$ cat src/rtl/imem_loader_pkg.sv
// imem_loader_pkg: shared FSM state type and stream-format constants for the boot loader.
package imem_loader_pkg;
   typedef enum logic [2:0] {S_IDLE, S_LEN0, S_LEN1, S_DATA, S_CSUM, S_DONE, S_ERR} state_t;
   localparam int LEN_BYTES      = 2;
   localparam int BYTES_PER_WORD = 4;
endpackage

$ cat src/rtl/imem_loader_byte_packer.sv
// byte_packer: assembles 4 accepted bytes little-endian into a word.
// Ports: i_clk/i_rst clock and sync reset, i_clr restarts the word, i_en accepts i_byte;
// o_word is the assembled word, valid (combinationally) with o_word_valid on the 4th byte.
module byte_packer
   import imem_loader_pkg::*;
(
   input  logic        i_clk,
   input  logic        i_rst,
   input  logic        i_clr,
   input  logic        i_en,
   input  logic [7:0]  i_byte,
   output logic [31:0] o_word,
   output logic        o_word_valid
);
   logic [1:0]  r_cnt;
   logic [23:0] r_sr;
   // the 4th byte completes the word without waiting for a shift
   assign o_word       = {i_byte, r_sr};
   assign o_word_valid = i_en && (r_cnt == 2'(BYTES_PER_WORD - 1));
   always_ff @(posedge i_clk) begin
      if (i_rst || i_clr) begin
         r_cnt <= '0;
         r_sr  <= '0;
      end else if (i_en) begin
         r_cnt <= r_cnt + 2'd1;
         r_sr  <= {i_byte, r_sr[23:8]};
      end
   end
endmodule

$ cat src/rtl/imem_loader.sv
// imem_loader: loads a length-prefixed, XOR-checksummed byte stream into instruction memory.
// Ports: i_start begins a load; i_byte_valid/i_byte_data/o_byte_ready byte handshake;
// o_we/o_waddr/o_wdata memory write port; o_busy/o_done/o_err status; o_cpu_rst_hold core reset.
module imem_loader
   import imem_loader_pkg::*;
#(
   parameter int DEPTH  = 256,
   parameter int ADDR_W = 8
) (
   input  logic              i_clk,
   input  logic              i_rst,
   input  logic              i_start,
   input  logic              i_byte_valid,
   input  logic [7:0]        i_byte_data,
   output logic              o_byte_ready,
   output logic              o_we,
   output logic [ADDR_W-1:0] o_waddr,
   output logic [31:0]       o_wdata,
   output logic              o_busy,
   output logic              o_done,
   output logic              o_err,
   output logic              o_cpu_rst_hold
);
   state_t            r_state;
   logic              r_ready, r_we, r_busy, r_done, r_err, r_hold;
   logic [ADDR_W-1:0] r_waddr;
   logic [31:0]       r_wdata;
   logic [ADDR_W:0]   r_wcnt;
   logic [15:0]       r_len;
   logic [7:0]        r_csum;
   logic              w_acc, w_restart, w_word_valid;
   logic [15:0]       w_len;
   logic [31:0]       w_word;
   assign w_acc     = i_byte_valid && r_ready;
   assign w_restart = i_start && (r_state == S_IDLE || r_state == S_DONE || r_state == S_ERR);
   assign w_len     = {i_byte_data, r_len[7:0]};
   byte_packer u_packer (
      .i_clk       (i_clk),
      .i_rst       (i_rst),
      .i_clr       (w_restart),
      .i_en        (w_acc && r_state == S_DATA),
      .i_byte      (i_byte_data),
      .o_word      (w_word),
      .o_word_valid(w_word_valid)
   );
   always_ff @(posedge i_clk) begin
      if (i_rst) begin
         r_state <= S_IDLE;
         r_ready <= 1'b0;
         r_we    <= 1'b0;
         r_waddr <= '0;
         r_wdata <= '0;
         r_busy  <= 1'b0;
         r_done  <= 1'b0;
         r_err   <= 1'b0;
         r_hold  <= 1'b1;
         r_wcnt  <= '0;
         r_len   <= '0;
         r_csum  <= '0;
      end else begin
         r_we <= 1'b0;
         case (r_state)
            S_IDLE, S_DONE, S_ERR: if (w_restart) begin
               r_state <= S_LEN0;
               r_ready <= 1'b1;
               r_busy  <= 1'b1;
               r_done  <= 1'b0;
               r_err   <= 1'b0;
               r_hold  <= 1'b1;
               r_wcnt  <= '0;
               r_csum  <= '0;
            end
            S_LEN0: if (w_acc) begin
               r_len[7:0] <= i_byte_data;
               r_state    <= S_LEN1;
            end
            S_LEN1: if (w_acc) begin
               r_len[15:8] <= i_byte_data;
               if (w_len > 16'(DEPTH)) begin
                  r_state <= S_ERR;
                  r_ready <= 1'b0;
                  r_busy  <= 1'b0;
                  r_err   <= 1'b1;
               end else
                  r_state <= (w_len == '0) ? S_CSUM : S_DATA;
            end
            S_DATA: if (w_acc) begin
               r_csum <= r_csum ^ i_byte_data;
               if (w_word_valid) begin
                  r_we    <= 1'b1;
                  r_wdata <= w_word;
                  r_waddr <= r_wcnt[ADDR_W-1:0];
                  r_wcnt  <= r_wcnt + (ADDR_W+1)'(1);
                  // counter is one wider than waddr so N = DEPTH still terminates
                  if (16'(r_wcnt) + 16'd1 == r_len) r_state <= S_CSUM;
               end
            end
            S_CSUM: if (w_acc) begin
               r_ready <= 1'b0;
               r_busy  <= 1'b0;
               if (i_byte_data == r_csum) begin
                  r_state <= S_DONE;
                  r_done  <= 1'b1;
                  r_hold  <= 1'b0;
               end else begin
                  r_state <= S_ERR;
                  r_err   <= 1'b1;
               end
            end
            default: r_state <= S_IDLE;
         endcase
      end
   end
   assign o_byte_ready   = r_ready;
   assign o_we           = r_we;
   assign o_waddr        = r_waddr;
   assign o_wdata        = r_wdata;
   assign o_busy         = r_busy;
   assign o_done         = r_done;
   assign o_err          = r_err;
   assign o_cpu_rst_hold = r_hold;
endmodule

$ cat config.mk
export PLATFORM = sky130hd
export DESIGN_NAME = imem_loader
export DESIGN_NICKNAME = d
export VERILOG_FILES = /design/src/rtl/imem_loader_pkg.sv /design/src/rtl/imem_loader_byte_packer.sv /design/src/rtl/imem_loader.sv
export SDC_FILE = /design/constraint.sdc
export NUM_CORES = 1
export LEC_CHECK = 0
export BUFFER_PORTS_ARGS = -buffer_cell sky130_fd_sc_hd__buf_2
export CAP_MARGIN = 20
export CORE_ASPECT_RATIO = 2
export CORE_MARGIN = 2
export CORE_UTILIZATION = 55
export DETAILED_ROUTE_END_ITERATION = 16
export PLACE_DENSITY_LB_ADDON = 0.1
export SYNTH_ARGS = -nofsm -noshare
export SYNTH_HDL_FRONTEND = slang
export SYNTH_SLANG_ARGS = --single-unit
$ cat constraint.sdc
create_clock -name i_clk -period 2.2 [get_ports i_clk]
set_input_delay 0.44 -clock i_clk [delete_from_list [all_inputs] [get_ports i_clk]]
set_output_delay 0.44 -clock i_clk [all_outputs]
set_load 0.03 [all_outputs]
== Word level (Yosys, flattened, before mapping) ==
Cells that the tools add are included.
Storage, ports and cells
  bits of input ports: 12
  flip-flop bits (word level): 107
  output and inout bits: 46
Operators by class
  bitwise operators: 3
  reduce and logical (&&, ||, !) cells: 23
  add/sub/neg operators: 3
  mux-type cells: 36
  order comparisons: 1
  equality and inequality tests: 19
Operator list (count)
  $mux 3: 9
  $mux 9: 3
  $pmux 9 s2: 1
  $eq 10x16->1: 1
  $gt 16x9->1 const B: 1
  $logic_not 16->1: 1
  $mux 8: 2
  $pmux 8 s2: 1
  $pmux 3 s5: 1
  $mux 1: 14
  $ne 2x2->1 const B: 7
  $add 9x1->10 const B: 1
  $add 9x1->9 const B: 1
  $eq 3x3->1 const B: 3
  $eq 8x8->1: 1
  $reduce_and 4->1: 2
  $xor 8x8->8: 1
  $reduce_and 7->1: 1
  $eq 3x2->1 const B: 2
  $ne 2x1->1 const B: 3
  $pmux 1 s3: 2
  $reduce_and 3->1: 2
  $reduce_and 6->1: 1
  $reduce_or 3->1: 2
  other kinds (13): 22

== Logic depth before layout (Yosys ltp) ==
Gate-level depths: netlist of run 1.
  depth in word-level cells: 6
  gate-level depth with buffers: 9

== By module ==
Synthesis of run 1 repeated with hierarchy kept, for this count alone.
Unflattened totals
  cells, all modules: 551
  area total of the unflattened synthesis: 4715.8 um2
By module, submodules not included
  imem_loader: sequential area each 1621.6 um2, area an instance 3676.0 um2, instances 1, cells each 456
  byte_packer: sequential area each 520.5 um2, area an instance 1039.7 um2, instances 1, cells each 95

== Worst setup path before layout of run 1 ==
No wires, ideal clock.
  path kind: input -> register
  start: input port i_byte_data[3]
  end: register r_state[1]
  stages: 7
  slack: 274 ps
  arrival: 1797 ps
  library setup time: 130 ps
  cell sequence: buf_2 > xnor2_1 > nand2_1 > or4_4 > and4_1 > nor4_1 > o22ai_1
Between the ends
  cells in the longest elaborated chain, start to end: 5
  elaborated cells on any way between the ends: 9
Ends and longest elaborated chain
  start: declaration: RTL line imem_loader.sv:14  | input logic [7:0] i_byte_data,
  parallel branches: the longest is 4 deep, another holds $gt 16x9->1
  $pmux 3 s5 (*): RTL line imem_loader.sv:62  | case (r_state)
  end signal: assignment: RTL line imem_loader.sv:85  | r_state <= (w_len == '0) ? S_CSUM : S_DATA;
  end: declaration: RTL line imem_loader.sv:24  | state_t r_state;
Mark *: on every way between the ends. The select of a mux whose other input is x is not followed.
A chain may end at the register's enable or synchronous reset.

== Final worst setup path of run 1 ==
  start: register r_wcnt[1]
  end: register r_state[0]
Between the ends
  cells in the longest elaborated chain, start to end: 4
Ends and longest elaborated chain
  start: declaration: RTL line imem_loader.sv:28  | logic [ADDR_W:0] r_wcnt;
  start signal: assignment: RTL line imem_loader.sv:93  | r_wcnt <= r_wcnt + (ADDR_W+1)'(1);
  $add 9x1->10: RTL line imem_loader.sv:95  | if (16'(r_wcnt) + 16'd1 == r_len) r_state <= S_CSUM;
  $eq 10x16->1: RTL line imem_loader.sv:95
  $ne 2x1->1 (no source line)
  $reduce_and 7->1 (no source line)
No other way between the ends.

==> results.yml, run 1 <==
worst_setup_path:
  startpoint_type: "flip-flop"
  cp_cell_sequence: "ha_1 > and3_1 > and3_1 > xnor2_1 > nor3_1 > o2111a_1 > o22ai_1"
  end_kind: "flip-flop"
  crit_top_cell: "and3_1"
  crit_cells: 7
  cp.arrival_ns: 2.26
  crit_start: "r_wcnt[1]"
  cp_top_family: "simple AND/OR/NAND/NOR gates"
  path_max_fanout: 8
  r2r_cells: 7
  cp-endpoint: "r_state[0]"
  r2r_slack_ns: 0.18
  r2r-end: "r_state[0]"
  path_class: "flip-flop to flip-flop"
  r2r-start: "r_wcnt[1]"
  critical_path_required_ns: 2.43
  critPathSlowestCell: "dfxtp_1"
  max_stage_delay_ns: 0.39
  worst-path-buf-inv: 0
clock_network:
  cts_tree: "done"
  clockBufferDepth: 2
  cts_root_buffer: "clkbuf_16"
  cts_setup_buffers: 0
  cts.hold.buffers_added: 0
  cts_buffers: 9
  htreeDepth: 3
  clock_latency_ns: 0.35
  clk_pin_slew_ns: 0.07
  clock-sinks: 107
  post_cts_resized: 0
synth:
  yosys.area_share.adder: 0.005414
  synth-seq-cells: 107
  synth_edf_count: 0
  synth_cell_types: 56
  synth_top_cell_by_area: "dfxtp_1"
  avgSynthCellArea_um2: 8.024
  synth_top_family_by_area: "simple AND/OR/NAND/NOR gates"
  syn_inst: 576
  yosysSeqAreaShare: 0.4635
  synthMuxAreaShare: 0.03249
  synth-compound-area-share: 0.1654
  synth-xor-area-share: 0.04358
  async_reset_ff_frac: 0
  synth_area_um2: 4622
  synth-simple-area-share: 0.2315
  synth_flop_cell: "dfxtp_1"
  synth_top_area_frac: 0.4635
  yosys_warnings: 0
  syn_nets: 590
  yosys-top-cells-area: "dfxtp_1 (46%), nand2_1 (11%), a21oi_1 (9.7%)"
timing:
  finalCritPeriodShare: 0.9204
  rsz0062_at_grt: "false"
  setup_viol: 0
  slew_violations: 0
  slew_headroom: 0.5673
  hold_ws_ns: 0.4353
  max_freq_ghz: 0.4939
  final.min_clock_period_ns: 2.025
  tns_ns: 0
  hold_violations: 0
  finalClockSkew_ns: 0.008368
  worst_slew_pin_slew_ns: 0.6466
pwr:
  vdd_drop_max_v: 0.0006759
  p_leak_nw: 2.091
  intPower_mw: 3.244
  p_per_area_nw_per_um2: 840.6
  p_sw_frac: 0.2781
  seqPwrFrac: 0.454
  clkPwrFrac: 0.402
  netSwitchingPower_mw: 1.249
  combinationalPowerShare: 0.144
global_routing:
  grt_start_max_net_pins: 77
  antenna_found_initial: 0
  grt_util_all_layers: 0.2702
  grt_pass1_vias: 3630
  grt_first_pass_wirelength_mm: 18.46
  gr-total-overflow: 0
placement:
  finalWeightedCongestion: 0.9020
  dpl.hpwl_mm: 8.426
  numPortBuffers: 57
floorplanning:
  ioPinCount: 58
  dieArea_um2: 9197
  die_y_um: 133.6
  core_um2: 8233
  die_w_um: 68.82
  fp-row-count: 47
  initial_core_util: 0.5614
layout:
  final_cell_mix: "nand2_1 (137), dfxtp_1 (106), a21oi_1 (90), buf_2 (57), nor2_1 (45)"
  drive_gt1_frac: 0.1656
  final_common_cell: "nand2_1"
  syn2layout_area_growth_pct: 15.65
  nNetsFinal: 631
  antenna_cells: 0
detailed_routing:
  vias_per_cell: 5.582
  wl_per_cell_um: 16.14
  postRouteAntennaNets: 0
  via_count: 4019
  drt_iter0_drc: 283
  dr.pass1.iters: 5
  wl_mm: 11.62
  drc: 0
min_path:
  hold_path.class: "input port to flip-flop"
status:
  status: "finished, final reports clean"
run:
  cap_violations: 0
## power groups by stage
stage / Sequential (mW) / Clock [mW] / Combinational (mW)
floorplan: 2.09 / 0 / 0.470
global placement: 2.08 / 0 / 0.645
detailed placement: 2.08 / 0 / 0.643
CTS: 2.04 / 1.84 / 0.645
global route: 2.05 / 1.92 / 0.703
finish: 2.04 / 1.81 / 0.645
## final cells by class
type | instances | area [µm²]
Tap cell | 98 | 122.6
Inverter | 8 | 43.79
Timing Repair Buffer | 77 | 473.0
Fill cell | 743 | 2888
Sequential cell | 107 | 2143
Multi-Input combinational cell | 414 | 2217
Clock buffer | 9 | 225.2
Clock inverter | 7 | 120.1
## per-stage QoR
stage               setup slack (ns)  area (µm²)    util  std cells  total power, mW
finish                        0.1751        5345  0.6492        720            4.493
detailed placement            0.1382        4999  0.6071        704            2.726
global placement              0.1656        4999  0.6071        704            2.727
floorplan                     0.2736        4622       -        576            2.562
CTS                           0.1523        5344  0.6491        720            4.521
global route                0.003644        5345  0.6492        720            4.666
## synthesized netlist by cell type (2+ instances only)
cell and number:
or2_1 9, nor2b_1 2, buf_6 2, nand4_1 2, nand2_1 137, clkbuf_1 19, buf_2 24, inv_1 7
nand2b_1 3, xor2_1 4, xnor2_1 19, and3_1 9, nor2_1 46, dfxtp_1 107, mux2i_1 15, and2_1 2
o21a_1 2, nand3b_1 4, nand3_1 5, o21ai_0 2, a21oi_1 90, a21o_1 2, nor3_1 5, ha_1 2
nor4_1 5, or3_1 3, and4_1 3, o22ai_1 2, o21ai_1 17
## worst reg2reg max path, cell delays in order (launching register included)
cell,delay (ns)
dfxtp_1,0.39
ha_1,0.33
and3_1,0.21
and3_1,0.22
xnor2_1,0.09
nor3_1,0.23
o2111a_1,0.35
o22ai_1,0.11
## flip-flops by register name (all words and copies together), names as in the netlist, 2 cells and up
name	flops
o_waddr	8
o_wdata	32
r_csum	8
r_len	16
r_state	3
r_wcnt	9
u_packer.r_cnt	2
u_packer.r_sr	24
## kinds of logic (layout without fill, tap and decap cells)
logic type | count (synthesis) | in the layout
muxes | 15 | 15
buffers and inverters | 55 | 101
adders and majority gates | 2 | 2
and+or+nand+nor | 241 | 241
xor gates and xnor gates | 23 | 23
DFF | 107 | 107
AOI/OAI and AO/OA | 133 | 133
## how the worst min path moves through the flow
stage                           from  slack, ns  depth (start not counted)        endpoint
floorplan           u_packer.r_sr[0]       0.43                          2      o_wdata[0]
global placement      o_cpu_rst_hold       0.43                          1  o_cpu_rst_hold
detailed placement            o_done       0.44                          2          o_done
CTS                   i_byte_data[7]       0.43                          3     o_wdata[31]
global route          i_byte_data[7]       0.44                          3     o_wdata[31]
finish                i_byte_data[1]       0.44                          3        r_len[1]
## routing by layer
| layer | up-vias | GRT usage | wire length [µm] |
|---|---|---|---|
| met5 | - | 0 | 0 |
| met4 | 0 | 0.09041 | 232 |
| met3 | 14 | 0.04983 | 418 |
| met2 | 95 | 0.4685 | 6333 |
| met1 | 1900 | 0.3229 | 4635 |
| li1 | 2010 | - | - |
No activity file was read; power rests on OpenSTA's default activity.
==> inputs of run 2 (changes only) <==
CAP_MARGIN = default   (was 20)
PLACE_DENSITY_LB_ADDON = 0.2   (was 0.1)
==> run 2 against run 1 <==
Worst setup slack improved by 0.016 ns. Core utilization shrank 0.55 points. Largest power group unchanged. Sequential power hardly changed. Critical path depth did not move. Die area unchanged. Via count grew 1.3%. Largest cell class unchanged. Combinational power is 6.2% higher. Clock skew shrank 0.0032 ns.
==> results.yml, run 2 (synthesis gave the netlist of run 1 again) <==
floorplanning:
  die_w_um: 68.82
  fp-row-count: 47
  die_y_um: 133.6
  core_um2: 8233
  ioPinCount: 58
  initial_core_util: 0.5614
  dieArea_um2: 9197
worst_setup_path:
  crit_top_cell: "a21oi_1"
  cp_cell_sequence: "buf_4 > xor2_1 > a21oi_1 > nor2_1 > o22ai_2 > o21ai_1 > a21oi_1"
  path_class: "flip-flop to flip-flop"
  max_stage_delay_ns: 0.47
  path_max_fanout: 10
  critPathSlowestCell: "dfxtp_1"
  cp_top_family: "compound AO/OA/AOI/OAI gates"
  worst-path-buf-inv: 1
  startpoint_type: "flip-flop"
  cp.arrival_ns: 2.23
  critical_path_required_ns: 2.42
  end_kind: "flip-flop"
clock_network:
  cts_setup_buffers: 0
  clk_pin_slew_ns: 0.07
  htreeDepth: 3
  cts.hold.buffers_added: 0
  cts_buffers: 9
  clockBufferDepth: 2
  cts_tree: "done"
  clock_latency_ns: 0.34
  cts_root_buffer: "clkbuf_16"
  clock-sinks: 107
min_path:
  hold_path.class: "input port to flip-flop"
detailed_routing:
  met2WireLength_mm: 6.201
  dr.pass1.iters: 4
  drt_iter0_drc: 263
  wl_per_cell_um: 15.97
  top_layer_used: "met4"
  wl_met1_mm: 4.481
  vias_per_cell: 5.629
  postRouteAntennaNets: 0
  wl_mm: 11.55
  dr_wl_met3_um: 343
  drc: 0
  via_count: 4070
layout:
  fillers: 757
  nNetsFinal: 634
  antenna_cells: 0
  syn2layout_area_growth_pct: 14.67
  drive_gt1_frac: 0.1712
  final_common_cell: "nand2_1"
  final_util: 0.6438
  fin_cells: 723
  final_cell_mix: "nand2_1 (137), dfxtp_1 (106), a21oi_1 (90), buf_2 (57), nor2_1 (44)"
  largest_register_ffs: 32
  stdcell_area_um2: 5300
timing:
  worst_slew_pin_slew_ns: 0.5973
  tns_ns: 0
  rsz0062_at_grt: "false"
  slew_violations: 0
  final.min_clock_period_ns: 2.009
  hold_violations: 0
  max_freq_ghz: 0.4978
  slew_headroom: 0.6018
  finalClockSkew_ns: 0.005190
  setup_viol: 0
  finalCritPeriodShare: 0.9131
global_routing:
  grt_first_pass_wirelength_mm: 18.19
  antenna_found_initial: 0
  grt_pass1_vias: 3839
  gr-total-overflow: 0
  grt_util_all_layers: 0.2636
  grt_start_max_net_pins: 77
pwr:
  vdd_drop_max_v: 0.0005138
  p_per_area_nw_per_um2: 802.3
  p_leak_nw: 2.080
placement:
  finalWeightedCongestion: 0.9376
  dp.cells: 707
  numPortBuffers: 57
  dpl.hpwl_mm: 8.439
  place_area_um2: 5009
status:
  status: "finished, final reports clean"
run:
  cap_violations: 0
-- run 2: cell types whose count changed in the layout (fill, tap and decap cells not counted) --
cell       before  now
buf_12          3    2
buf_4          17   21
bufinv_16       2    0
clkbuf_8        0    2
clkinv_2        0    2
clkinv_4        0    1
clkinv_8        2    0
inv_8           1    0
nor2_1         45   44
nor2_2          1    2
-- run 2: worst paths after layout --
| check | startpoint | end | slack (ns) | cells after the start |
|---|---|---|---|---|
| max reg2reg | r_state[0] | r_wcnt[8] | 0.19 | 7 |
| min reg2reg | o_done | o_done | 0.44 | 2 |
| min | i_byte_data[1] | o_wdata[25] | 0.40 | 3 |
| max | r_state[0] | r_wcnt[8] | 0.19 | 7 |
-- run 2: worst min-delay path: stages --
cell and delay, ns:
buf_2 0.14, nand2_1 0.07, a21oi_1 0.05
-- run 2: repair_timing --
| item | in CTS | in global routing |
|---|---|---|
| gates resized for setup | 0 | 2 |
| endpoints found under the setup margin | 0 | 9 |
| hold endpoints to repair | 0 | 0 |
-- run 2: cell type report --
type                       instances  area (µm²)  share of cell area
sequential                       107        2143              0.4044
tap                               98       122.6             0.02314
inverter                           8       43.79            0.008263
clock inverter                     5       35.03            0.006610
multi-input combinational        414        2220              0.4188
timing repair buffer              80       483.0             0.09112
clock buffer                      11       252.7             0.04769
-- run 2: report_power, final --
| group | leakage [nW] | internal [mW] | total, mW | switching (mW) |
|---|---|---|---|---|
| logic | 1.08 | 0.259 | 0.685 | 0.426 |
| registers | 0.863 | 1.98 | 2.04 | 0.0604 |
| clock network | 0.142 | 0.831 | 1.52 | 0.693 |
| total | 2.08 | 3.07 | 4.25 | 1.18 |
-- run 2: metal layers --
metal  up-vias  track usage
li1       2021            -
met1      1915       0.2866
met2       102       0.4647
met3        32      0.03801
met4         0       0.1438
met5         -            0
-- run 2: metrics by stage --
step	hold WS [ns]	worst slack (ns)	total power [mW]
after CTS	0.3960	0.08672	4.265
after floorplan	0.4321	0.2736	2.562
after global routing	0.4144	0.08131	4.415
final	0.4032	0.1913	4.252
after detailed placement	0.4386	0.1048	2.762
after global placement	0.4314	0.1484	2.754
==> inputs of run 3 (changes only) <==
MAX_ROUTING_LAYER = met4   (was default)
==> run 3 against run 2 <==
Clock power about the same. Die area unchanged. Worst setup slack better by 0.053 ns. Largest power group unchanged.
==> results.yml, run 3 (synthesis gave the netlist of run 1 again) <==
worst_setup_path:
  startpoint_type: "flip-flop"
  r2r-start: "r_state[0]"
  crit_start: "r_state[0]"
  cp.arrival_ns: 2.23
  end_kind: "flip-flop"
  path_class: "flip-flop to flip-flop"
  critical_path_required_ns: 2.47
  path_max_fanout: 10
clock_network:
  clk_pin_slew_ns: 0.07
  cts_root_buffer: "clkbuf_16"
  cts_buffers: 9
  clock-sinks: 107
  htreeDepth: 3
  clock_latency_ns: 0.35
  cts_tree: "done"
  clockBufferDepth: 2
  cts_setup_buffers: 0
global_routing:
  grt_start_max_net_pins: 77
  antenna_found_initial: 0
  gr-total-overflow: 0
  grt_util_all_layers: 0.2709
  grt_first_pass_wirelength_mm: 18.23
  grt_pass1_vias: 3709
detailed_routing:
  wl_mm: 11.53
  via_count: 4038
  wl_per_cell_um: 15.95
  dr.pass1.iters: 6
  drc: 0
  vias_per_cell: 5.585
  postRouteAntennaNets: 0
  drt_iter0_drc: 278
placement:
  place_ws_ns: 0.1356
  place_area_um2: 5009
  dpl.hpwl_mm: 8.331
  finalWeightedCongestion: 1.015
  numPortBuffers: 57
floorplanning:
  ioPinCount: 58
  die_w_um: 68.82
  fp-row-count: 47
  initial_core_util: 0.5614
  dieArea_um2: 9197
  core_um2: 8233
  die_y_um: 133.6
pwr:
  vdd_drop_max_v: 0.0005403
  p_per_area_nw_per_um2: 799.3
  p_leak_nw: 2.071
timing:
  finalCritPeriodShare: 0.8891
  hold_violations: 0
  slew_violations: 0
  final.min_clock_period_ns: 1.956
  fin_ws_ns: 0.2441
  setup_viol: 0
  tns_ns: 0
  max_freq_ghz: 0.5113
  rsz0062_at_grt: "false"
  slew_headroom: 0.6217
  worst_slew_pin_slew_ns: 0.5674
  finalClockSkew_ns: 0.007407
layout:
  stdcell_area_um2: 5289
  largest_register_ffs: 32
  fillers: 744
  final_common_cell: "nand2_1"
  nNetsFinal: 634
  syn2layout_area_growth_pct: 14.43
  final_cell_mix: "nand2_1 (137), dfxtp_1 (106), a21oi_1 (90), buf_2 (57), nor2_1 (44)"
  final_util: 0.6424
  drive_gt1_frac: 0.1712
  antenna_cells: 0
min_path:
  hold_path.class: "input port to flip-flop"
  worstHoldStart: "i_byte_data[1]"
run:
  cap_violations: 0
status:
  status: "finished, final reports clean"
run 3: cell types whose count changed in the layout (fill, tap and decap cells not counted):
cell / change
clkinvlp_4: +1
inv_6: +1
clkbuf_8: -2
run 3: what timing repair did:
action                                  in CTS  in global routing
gates resized for setup                      0                  2
endpoints found under the setup margin       0                 10
hold buffers                                 0                  0
run 3: layer usage:
| metal | global-route usage | part of all wire | routed length (µm) | vias to the layer above |
|---|---|---|---|---|
| li1 | - | - | - | 2021 |
| met1 | 0.2986 | 0.39 | 4477 | 1882 |
| met2 | 0.4605 | 0.54 | 6276 | 113 |
| met3 | 0.04223 | 0.036 | 415 | 22 |
| met4 | 0.1231 | 0.032 | 365 | 0 |
| met5 | - | 0 | 0 | - |
run 3: stage by stage:
step	instances	hold WS, ns	total power [mW]
floorplan	576	0.4321	2.562
global placement	707	0.4310	2.757
detailed placement	707	0.4347	2.760
CTS	723	0.4104	4.237
global route	723	0.4302	4.381
finish	723	0.4151	4.227
run 3: area by class of cell:
| type | instances | area (µm²) | share of cell area |
|---|---|---|---|
| Clock buffer | 9 | 225.2 | 0.04258 |
| Clock inverter | 7 | 51.30 | 0.009700 |
| Inverter | 8 | 43.79 | 0.008280 |
| Multi-Input combinational cell | 414 | 2220 | 0.4197 |
| Sequential cell | 107 | 2143 | 0.4053 |
| Tap cell | 98 | 122.6 | 0.02318 |
| Timing Repair Buffer | 80 | 483.0 | 0.09132 |
run 3: path summary, 6_finish.rpt:
| path | to | slack (ns) | cells after the start |
|---|---|---|---|
| worst min-delay path | o_wdata[25] | 0.42 | 3 |
| worst max-delay path | r_wcnt[7] | 0.24 | 7 |
| worst max register to register | r_wcnt[7] | 0.24 | 7 |
| worst min register to register | o_done | 0.44 | 2 |
run 3: report_power, final:
group / internal, mW / switching [mW]
clock network: 0.774 / 0.730
registers: 1.98 / 0.0590
logic: 0.259 / 0.424
run 3: critical path, cell delays in order, from the launching register on:
cell,delay (ns)
dfxtp_1,0.49
buf_4,0.23
xor2_1,0.08
a21oi_1,0.22
nor2_1,0.14
o22ai_2,0.42
o21ai_1,0.15
a21oi_1,0.15
